--- src/rtl/market_pkt_repack.sv ---
// market_pkt_repack: strips the leading invalid bytes from the parser's
// market_pkt stream and repacks the payload into dense, left-aligned 64-bit
// words for the DMA stage. It also reports per-packet payload length and
// keeps counters of good and bad packets.
module market_pkt_repack #(
  parameter logic [15:0] MAX_LEN = 16'd9000,
  parameter int          CNT_W   = 32
) (
  input  logic             clk,
  input  logic             rst,
  input  logic             in_vld,
  input  logic [63:0]      in_data,
  input  logic             in_sop,
  input  logic [3:0]       in_offset,
  input  logic             in_eop,
  input  logic [2:0]       in_byte,
  output logic             in_ready,
  output logic             out_vld,
  output logic [63:0]      out_data,
  output logic             out_sop,
  output logic             out_eop,
  output logic [2:0]       out_byte,
  output logic [15:0]      out_len,
  output logic             out_err,
  input  logic             out_ready,
  output logic [CNT_W-1:0] pkt_cnt,
  output logic [CNT_W-1:0] err_cnt
);

  typedef enum logic [1:0] {
    IDLE  = 2'd0,
    PACK  = 2'd1,
    FLUSH = 2'd2,
    ABORT = 2'd3
  } state_t;

  localparam logic [CNT_W-1:0] CNT_ONE = CNT_W'(1);

  // Packing state
  state_t      state_reg, state_next;
  logic [2:0]  r_reg, r_next;              // residual byte count, 0..7
  logic [55:0] res_reg, res_next;          // residual bytes, left-aligned, zero-filled
  logic [15:0] len_reg, len_next;          // payload bytes so far in this packet
  logic        sop_pend_reg, sop_pend_next;  // no word emitted yet for this packet
  logic        orphan_reg, orphan_next;    // inside a run of dropped non-sop beats

  // Output register
  logic        out_vld_reg;
  logic [63:0] out_data_reg;
  logic        out_sop_reg;
  logic        out_eop_reg;
  logic [2:0]  out_byte_reg;
  logic [15:0] out_len_reg;
  logic        out_err_reg;

  logic [CNT_W-1:0] pkt_cnt_reg;
  logic [CNT_W-1:0] err_cnt_reg;

  // Load request towards the output register
  logic        load;
  logic [63:0] ld_data;
  logic        ld_sop;
  logic        ld_eop;
  logic [2:0]  ld_byte;
  logic [15:0] ld_len;
  logic        ld_err;
  logic        pkt_inc;
  logic        err_inc;
  logic        take_beat;

  // Beat decode
  logic        out_free;
  logic [3:0]  beat_s;
  logic [3:0]  beat_e;
  logic [3:0]  beat_v;
  logic        zero_len;
  logic [63:0] shifted;
  logic [63:0] keep_mask;
  logic [63:0] masked;

  // Merge of the residual with the new bytes
  logic [2:0]   eff_r;
  logic [55:0]  eff_res;
  logic         eff_sop;
  logic [15:0]  eff_len;
  logic [119:0] placed;
  logic [119:0] merged;
  logic [3:0]   total;
  logic [3:0]   total_m8;
  logic [16:0]  sum_len;
  logic [15:0]  new_len;
  logic         new_len_big;

  assign out_free = ~out_vld_reg | out_ready;

  // Decode the valid byte window [s, e) of the presented beat and isolate
  // those bytes at the top of a word.
  always_comb begin
    beat_s    = in_sop ? ((in_offset > 4'd7) ? 4'd7 : in_offset) : 4'd0;
    beat_e    = in_eop ? ((in_byte == 3'd0) ? 4'd8 : {1'b0, in_byte}) : 4'd8;
    zero_len  = (beat_e <= beat_s);
    beat_v    = zero_len ? 4'd0 : (beat_e - beat_s);
    shifted   = in_data << {beat_s, 3'b000};
    keep_mask = ~(64'hFFFF_FFFF_FFFF_FFFF >> {beat_v, 3'b000});
    masked    = shifted & keep_mask;
  end

  // Append the new bytes behind the residual; a beat accepted in IDLE always
  // starts from an empty residual and a fresh length.
  always_comb begin
    if (state_reg == IDLE) begin
      eff_r   = 3'd0;
      eff_res = 56'd0;
      eff_sop = 1'b1;
      eff_len = 16'd0;
    end else begin
      eff_r   = r_reg;
      eff_res = res_reg;
      eff_sop = sop_pend_reg;
      eff_len = len_reg;
    end
    placed      = {masked, 56'd0} >> {eff_r, 3'b000};
    merged      = {eff_res, 64'd0} | placed;
    total       = {1'b0, eff_r} + beat_v;
    total_m8    = total - 4'd8;
    sum_len     = {1'b0, eff_len} + {13'd0, beat_v};
    new_len     = sum_len[16] ? 16'hFFFF : sum_len[15:0];
    new_len_big = (new_len > MAX_LEN);
  end

  // Next-state, residual update, output load and counter requests.
  always_comb begin
    state_next    = state_reg;
    r_next        = r_reg;
    res_next      = res_reg;
    len_next      = len_reg;
    sop_pend_next = sop_pend_reg;
    orphan_next   = orphan_reg;
    in_ready      = 1'b0;
    take_beat     = 1'b0;
    load          = 1'b0;
    ld_data       = 64'd0;
    ld_sop        = 1'b0;
    ld_eop        = 1'b0;
    ld_byte       = 3'd0;
    ld_len        = 16'd0;
    ld_err        = 1'b0;
    pkt_inc       = 1'b0;
    err_inc       = 1'b0;

    case (state_reg)
      IDLE: begin
        in_ready = out_free;
        if (in_vld && out_free) begin
          if (!in_sop) begin
            // Orphan beat: dropped, counted once per run.
            orphan_next = 1'b1;
            err_inc     = ~orphan_reg;
          end else begin
            orphan_next = 1'b0;
            if (in_eop && zero_len) begin
              err_inc = 1'b1;
            end else begin
              take_beat = 1'b1;
            end
          end
        end
      end
      PACK: begin
        // A sop arriving before the eop is left with upstream (ready masked)
        // and replayed from IDLE once the abort word has gone out.
        if (in_vld && in_sop) begin
          state_next = ABORT;
        end else begin
          in_ready = out_free;
          if (in_vld && out_free) begin
            take_beat = 1'b1;
          end
        end
      end
      FLUSH: begin
        if (out_free) begin
          load          = 1'b1;
          ld_data       = {res_reg, 8'd0};
          ld_sop        = sop_pend_reg;
          ld_eop        = 1'b1;
          ld_byte       = r_reg;
          ld_len        = len_reg;
          ld_err        = (len_reg > MAX_LEN);
          pkt_inc       = ~(len_reg > MAX_LEN);
          err_inc       = (len_reg > MAX_LEN);
          state_next    = IDLE;
          r_next        = 3'd0;
          res_next      = 56'd0;
          len_next      = 16'd0;
          sop_pend_next = 1'b0;
        end
      end
      ABORT: begin
        if (out_free) begin
          load          = 1'b1;
          ld_data       = (r_reg == 3'd0) ? 64'd0 : {res_reg, 8'd0};
          ld_byte       = (r_reg == 3'd0) ? 3'd1 : r_reg;
          ld_sop        = sop_pend_reg;
          ld_eop        = 1'b1;
          ld_len        = len_reg;
          ld_err        = 1'b1;
          err_inc       = 1'b1;
          state_next    = IDLE;
          r_next        = 3'd0;
          res_next      = 56'd0;
          len_next      = 16'd0;
          sop_pend_next = 1'b0;
        end
      end
      default: begin
        state_next = IDLE;
      end
    endcase

    if (take_beat) begin
      len_next = new_len;
      if (in_eop && (total <= 4'd8)) begin
        // Whole remainder of the packet fits in one final word.
        load          = 1'b1;
        ld_data       = merged[119:56];
        ld_sop        = eff_sop;
        ld_eop        = 1'b1;
        ld_byte       = total[2:0];
        ld_len        = new_len;
        ld_err        = new_len_big;
        pkt_inc       = ~new_len_big;
        err_inc       = new_len_big;
        state_next    = IDLE;
        r_next        = 3'd0;
        res_next      = 56'd0;
        len_next      = 16'd0;
        sop_pend_next = 1'b0;
      end else if (total >= 4'd8) begin
        // A full word is ready; the overflow stays as the new residual.
        load          = 1'b1;
        ld_data       = merged[119:56];
        ld_sop        = eff_sop;
        r_next        = total_m8[2:0];
        res_next      = merged[55:0];
        sop_pend_next = 1'b0;
        state_next    = in_eop ? FLUSH : PACK;
      end else begin
        // Not enough bytes for a word yet.
        r_next        = total[2:0];
        res_next      = merged[119:64];
        sop_pend_next = eff_sop;
        state_next    = PACK;
      end
    end
  end

  // Packing state registers.
  always_ff @(posedge clk or posedge rst) begin
    if (rst) begin
      state_reg    <= IDLE;
      r_reg        <= 3'd0;
      res_reg      <= 56'd0;
      len_reg      <= 16'd0;
      sop_pend_reg <= 1'b0;
      orphan_reg   <= 1'b0;
    end else begin
      state_reg    <= state_next;
      r_reg        <= r_next;
      res_reg      <= res_next;
      len_reg      <= len_next;
      sop_pend_reg <= sop_pend_next;
      orphan_reg   <= orphan_next;
    end
  end

  // Output register: loads a new word when free, otherwise holds until taken.
  always_ff @(posedge clk or posedge rst) begin
    if (rst) begin
      out_vld_reg  <= 1'b0;
      out_data_reg <= 64'd0;
      out_sop_reg  <= 1'b0;
      out_eop_reg  <= 1'b0;
      out_byte_reg <= 3'd0;
      out_len_reg  <= 16'd0;
      out_err_reg  <= 1'b0;
    end else if (load) begin
      out_vld_reg  <= 1'b1;
      out_data_reg <= ld_data;
      out_sop_reg  <= ld_sop;
      out_eop_reg  <= ld_eop;
      out_byte_reg <= ld_byte;
      out_len_reg  <= ld_len;
      out_err_reg  <= ld_err;
    end else if (out_ready) begin
      out_vld_reg  <= 1'b0;
    end
  end

  // Statistics counters, updated in the cycle the eop word is registered.
  always_ff @(posedge clk or posedge rst) begin
    if (rst) begin
      pkt_cnt_reg <= '0;
      err_cnt_reg <= '0;
    end else begin
      if (pkt_inc) pkt_cnt_reg <= pkt_cnt_reg + CNT_ONE;
      if (err_inc) err_cnt_reg <= err_cnt_reg + CNT_ONE;
    end
  end

  assign out_vld  = out_vld_reg;
  assign out_data = out_data_reg;
  assign out_sop  = out_sop_reg;
  assign out_eop  = out_eop_reg;
  assign out_byte = out_byte_reg;
  assign out_len  = out_len_reg;
  assign out_err  = out_err_reg;
  assign pkt_cnt  = pkt_cnt_reg;
  assign err_cnt  = err_cnt_reg;

endmodule

--- config.mk ---
export PLATFORM = sky130hd
export DESIGN_NAME = market_pkt_repack
export DESIGN_NICKNAME = d
export VERILOG_FILES = /design/src/rtl/market_pkt_repack.sv
export SDC_FILE = /design/constraint.sdc
export NUM_CORES = 1
export LEC_CHECK = 0
export ABC_AREA = 1
export CORE_AREA = 8 8 193 195
export CTS_CLUSTER_DIAMETER = 100
export CTS_CLUSTER_SIZE = 20
export DETAILED_ROUTE_END_ITERATION = 10
export DIE_AREA = 0 0 201 203
export PLACE_DENSITY = 0.73
export SETUP_SLACK_MARGIN = 0.1
export SYNTH_ARGS = -nofsm -noshare
export SYNTH_HDL_FRONTEND = slang
export SYNTH_SLANG_ARGS = --single-unit
--- constraint.sdc ---
create_clock -name clk -period 10.44 [get_ports clk]
set_input_delay 2.088 -clock clk [delete_from_list [all_inputs] [get_ports clk]]
set_output_delay 2.088 -clock clk [all_outputs]
set_load 0.01 [all_outputs]
==> reports/metrics.yaml, run 1 <==
layout:
  nets: 2840
  final_core_util_pct: 58.1
  layout.cells.non_filler: 3207
  area_growth_pct: 17.6
  layout-drive-gt1-share_pct: 3.64
  n_fill_cell: 3341
  largest_reg_flops: 64
  stdcell_area_um2: 19800
grt:
  overflow: 0
  grt_first_pass_wirelength_um: 100000
  first_global_vias: 17800
  antenna_found_initial: 1
  grtUsageTotal_pct: 30.3
  grt_max_degree: 115
clocking:
  numClockSinks: 230
  cts_resized: 0
  htreeDepth: 1
  numCtsBuffers: 16
  cts-root-buf: "clkbuf_16"
  hold_buffers: 0
  cts_tree: "done"
  clockBufferDepth: 3
  clkSlewWorstSetupHoldPaths_ps: 90
  clock_latency_ps: 520
  postCtsSetupBuffers: 0
pwr:
  p_total_mw: 3.67
  power_density_nw_per_um2: 185
  ir_worst_vdd_uv: 173
  p_leak_nw: 9.16
detailed_routing:
  wl_um: 63800
  num_vias: 18700
  viasPerCell: 5.82
  ant_nets: 0
  wire_per_inst_um: 19.9
  drc: 0
  drt-pass1-iter-count: 7
  drt_iter0_drc: 1749
placed_design:
  port_buffers: 228
  pre_cts_ws_ps: 1680
  dp_hpwl_um: 46200
  routabilityCongestion: 0.947
  place_inst: 3185
  placed_cell_area_um2: 19300
yosys:
  synth_area_um2: 16900
  syn_avg_cell_area_um2: 6.42
  synth-seq-cells: 230
  synth-warning-count: 0
  synth_cell_types: 50
  yosysTopAreaCell: "dfrtp_1"
  syn_inst: 2628
  synth.top_cell.area_share_pct: 34.1
  syn-num-nets: 2720
  ys_seq_area_share_pct: 34.1
  synth_area_leaders: "dfrtp_1, nand2_1, nand3_1"
floorplan:
  rows: 68
  die_h_um: 203
  dieWidth_um: 201
  start_util_pct: 49.4
  ioPinCount: 229
  design.core.area_um2: 34100
  die_area_um2: 40800
critical_path:
  cp_data_required_time_ps: 10890
  worstSetupPathType: "input port to flip-flop"
  path_max_fanout: 77
  rr_worst_depth: 18
  start_kind: "input port"
  critPathArrivalTime_ps: 8710
  end_kind: "flip-flop"
sta:
  fin_crit_ps: 8270
  worst_pin_slew_ps: 1040
  finalSetupTns_ps: 0
  final-hold-violation-count: 0
  rsz0062_at_grt: "false"
  slew_headroom_pct: 30.4
  fin_crit_sh_pct: 79.2
  setup_slack_ps: 2170
  setup_viol_count_final: 0
  fin_skew_ps: 24.4
  fin_hold_ws_ps: 494
  maxSlewViolCount: 0
  fmax_mhz: 121
min_path:
  hold_depth: 2
  min_path_type: "flip-flop to flip-flop"
status:
  status: "complete, no violations"
job:
  maxCapViolations: 0
==> worst max-delay path: stages <==
cell and delay (ps):
clkdlybuf4s50_1 570, o21ai_4 190, buf_4 510, inv_2 460
ha_1 350, fa_1 420, inv_1 70, nand3_1 60
nand2_1 100, nand2_1 110, nor2_1 450, ha_1 340
nand2_1 70, nor2_1 40, a211oi_1 500, xnor2_4 180
inv_2 110, nand2_1 90, nand2_1 50, buf_4 220
inv_1 140, nand3_2 560, nand2_2 740, nand2_1 110
nand2_1 100
==> where the power goes <==
part	switching [mW]	internal (mW)	total, mW
Clock	0.336	0.306	0.642
Combinational	1.22	0.583	1.81
Sequential	0.150	1.07	1.22
==> final timing paths <==
check	from	end	slack [ps]
worst min-delay path	res_reg[25]$_DFFE_PP0P_	res_reg[25]$_DFFE_PP0P_	490
worst min register to register	res_reg[25]$_DFFE_PP0P_	res_reg[25]$_DFFE_PP0P_	490
min in group asynchronous	rst	err_cnt[15]$_DFFE_PP0P_	2140
worst max-delay path	in_offset[3]	err_cnt[7]$_DFFE_PP0P_	2170
worst max register to register	state_reg[1]$_DFFE_PP0P_	err_cnt[7]$_DFFE_PP0P_	5200
max in group asynchronous	rst	out_data[14]$_DFFE_PP0P_	6940
==> cells by family (layout without fill, tap and decap cells) <==
family,Yosys count,in the layout,share of synthesized area (%)
AOI/OAI and AO/OA,438,438,14.9
xor gates and xnor gates,67,67,3.52
adders and majority gates,15,15,1.25
buffers and inverters,341,464,8.27
DFF,230,230,34.1
muxes,2,2,0.119
other,1,2,0.0222
and+or+nand+nor,1534,1534,37.8
==> cell usage in the layout (no fill, tap or decap), types with 22 or more instances in the layout <==
master	count
o22ai_1	57
nand4_1	30
buf_4	29
nand2_1	967
nor2_1	197
xor2_1	46
o21ai_0	225
inv_1	174
o211ai_1	51
nor3_1	25
nand3_1	243
dfrtp_1	230
clkdlybuf4s50_1	228
o221ai_1	22
a21oi_1	48
==> synthesized netlist by cell type (all sizes together) <==
master / number
nand2: 972
nand3: 244
o21ai: 244
dfrtp: 230
nor2: 207
inv: 182
clkbuf: 99
buf: 57
o22ai: 57
o211ai: 51
a21oi: 49
xor2: 46
nand4: 30
nor3: 25
o221ai: 22
or2: 22
xnor2: 21
nor4: 19
ha: 12
and2: 7
nand3b: 5
a31oi: 3
clkinv: 3
fa: 3
o21bai: 3
a21boi: 2
a21o: 2
mux2i: 2
a211oi: 1
conb: 1
nor3b: 1
nor4b: 1
o211a: 1
o21a: 1
o311ai: 1
o32ai: 1
or4: 1
==> final cells by class <==
class	count	area, um^2	share of cell area [%]
well taps	455	569	2.87
repair buffers	258	2520	12.7
inverters	185	702	3.54
flip-flops and latches	230	5760	29.0
diodes	1	2.50	0.0126
clock buffers	18	439	2.22
clock inverters	3	33.8	0.170
multi-input cells	2057	9800	49.4
==> per-layer routing <==
layer | wire (um) | vias up | global-route usage [%]
li1 | - | 8870 | -
met1 | 25600 | 8699 | 38.1
met2 | 29400 | 919 | 50.2
met3 | 5990 | 163 | 6.50
met4 | 2820 | 0 | 12.3
met5 | 0 | - | 0
Note: power is estimated with default switching activity, not from simulation.
==> run 2: changes to the inputs <==
Clock period 10.44 ns to 7.8 ns, I/O delays scaled along.
==> reports/metrics.yaml, run 2 (synthesized netlist as in run 1, its figures left out) <==
grt:
  first_global_vias: 17800
  grt_max_degree: 152
  overflow: 0
  grtUsageTotal_pct: 30.0
  grt_first_pass_wirelength_um: 99300
  antenna_found_initial: 2
clocking:
  clockBufferDepth: 3
  hold_buffers: 0
  numCtsBuffers: 17
  clock_latency_ps: 510
  htreeDepth: 1
  cts-root-buf: "clkbuf_16"
  cts_tree: "done"
  cts_resized: 0
  clkSlewWorstSetupHoldPaths_ps: 90
  numClockSinks: 230
  postCtsSetupBuffers: 0
placed_design:
  routabilityCongestion: 0.976
  port_buffers: 228
  placed_cell_area_um2: 19400
  place_inst: 3190
  dp_hpwl_um: 46300
critical_path:
  cp_data_required_time_ps: 8240
  end_kind: "flip-flop"
  path_cells: "clkdlybuf4s50_1 > nand2_1 > ha_1 > fa_1 > inv_1 > nand3_1 > nand2_1 > nand2_1 > nor2_1 > ha_1 > nand2_1 > nor2_1 > a211oi_1 > xnor2_2 > inv_2 > buf_4 > nand2_1 > nand2_1 > buf_4 > inv_1 > nand3_2 > nand2_2 > nand2_1 > nand2_1"
  crit_family: "simple AND/OR/NAND/NOR gates"
  slowest_stage: "clkdlybuf4s50_1"
  start_kind: "input port"
  path_buf_inv: 6
  crit_top_cell: "nand2_1"
  path_max_fanout: 34
  worstSetupPathType: "input port to flip-flop"
  slowest_delay_ps: 760
  critPathArrivalTime_ps: 7330
pwr:
  ir_worst_vdd_uv: 192
  power_density_nw_per_um2: 248
  p_total_mw: 4.93
  p_leak_nw: 9.19
sta:
  rsz0062_at_grt: "false"
  maxSlewViolCount: 0
  fin_crit_ps: 6890
  worst_pin_slew_ps: 1100
  fmax_mhz: 145
  final-hold-violation-count: 0
  fin_skew_ps: 27.6
  fin_crit_sh_pct: 88.4
  slew_headroom_pct: 26.1
  setup_viol_count_final: 0
  finalSetupTns_ps: 0
layout:
  stdcell_area_um2: 19900
  area_growth_pct: 17.9
  layout.cells.non_filler: 3214
  largest_reg_flops: 64
  final_common_cell: "nand2_1"
  layout-drive-gt1-share_pct: 3.84
  nets: 2846
  mostFrequentLayoutCells: "nand2_1, nand3_1, dfrtp_1"
detailed_routing:
  wl_um: 63800
  drt-pass1-iter-count: 8
  viasPerCell: 5.84
  ant_nets: 0
  num_vias: 18800
  wire_per_inst_um: 19.8
  drt_iter0_drc: 1861
  drc: 0
floorplan:
  design.core.area_um2: 34100
  start_util_pct: 49.4
  dieWidth_um: 201
  die_area_um2: 40800
  rows: 68
  ioPinCount: 229
  die_h_um: 203
status:
  status: "complete, no violations"
job:
  maxCapViolations: 0
min_path:
  min_path_type: "flip-flop to flip-flop"
[run 2: area by class of cell]
type	instances	area, um^2
clock inverter	6	67.6
inverter	185	698
tap	455	569
antenna	1	2.50
fill	3357	14200
multi-input combinational	2057	9790
sequential	230	5760
timing repair buffer	263	2570
clock buffer	17	425
[run 2: through the flow]
step                      setup slack [ps]  hold WS [ps]  utilization [%]
after floorplan                       2310           449                -
after global placement                 636           462             56.8
after detailed placement               473           470             56.8
after CTS                              998           492             58.2
after global routing                   513           523             58.2
final                                  907           493             58.3
[run 2: metal layers]
metal  track usage, %  up-vias  part of all wire (%)
met5                0        -                 0.020
met4             11.3        2                   4.0
met1             38.1     8916                    41
met3             5.32      147                   8.3
li1                 -     8874                     -
met2             50.4      831                    47
[run 2: final timing paths]
kind / start / endpoint / slack (ps) / depth (start not counted)
setup / recovery: in_eop / err_cnt[19]$_DFFE_PP0P_ / 910 / 24
hold / removal: res_reg[46]$_DFFE_PP0P_ / res_reg[46]$_DFFE_PP0P_ / 490 / 2
setup reg to reg: r_reg[1]$_DFFE_PP0P_ / err_cnt[19]$_DFFE_PP0P_ / 2750 / 15
hold reg to reg: res_reg[46]$_DFFE_PP0P_ / res_reg[46]$_DFFE_PP0P_ / 490 / 2
max in group asynchronous: rst / res_reg[13]$_DFFE_PP0P_ / 4650 / 4
min in group asynchronous: rst / pkt_cnt[31]$_DFFE_PP0P_ / 1740 / 3
[run 2: worst min-delay path: stages (launching register included)]
cell     delay, ps
dfrtp_1        350
nand2_1         60
nand2_1         60
[run 2: power by group]
part	leakage, nW	internal, mW	switching [mW]	total [mW]
clock network	0.241	0.410	0.465	0.875
logic	5.78	0.786	1.64	2.42
registers	3.16	1.43	0.202	1.63
total	9.19	2.62	2.30	4.93
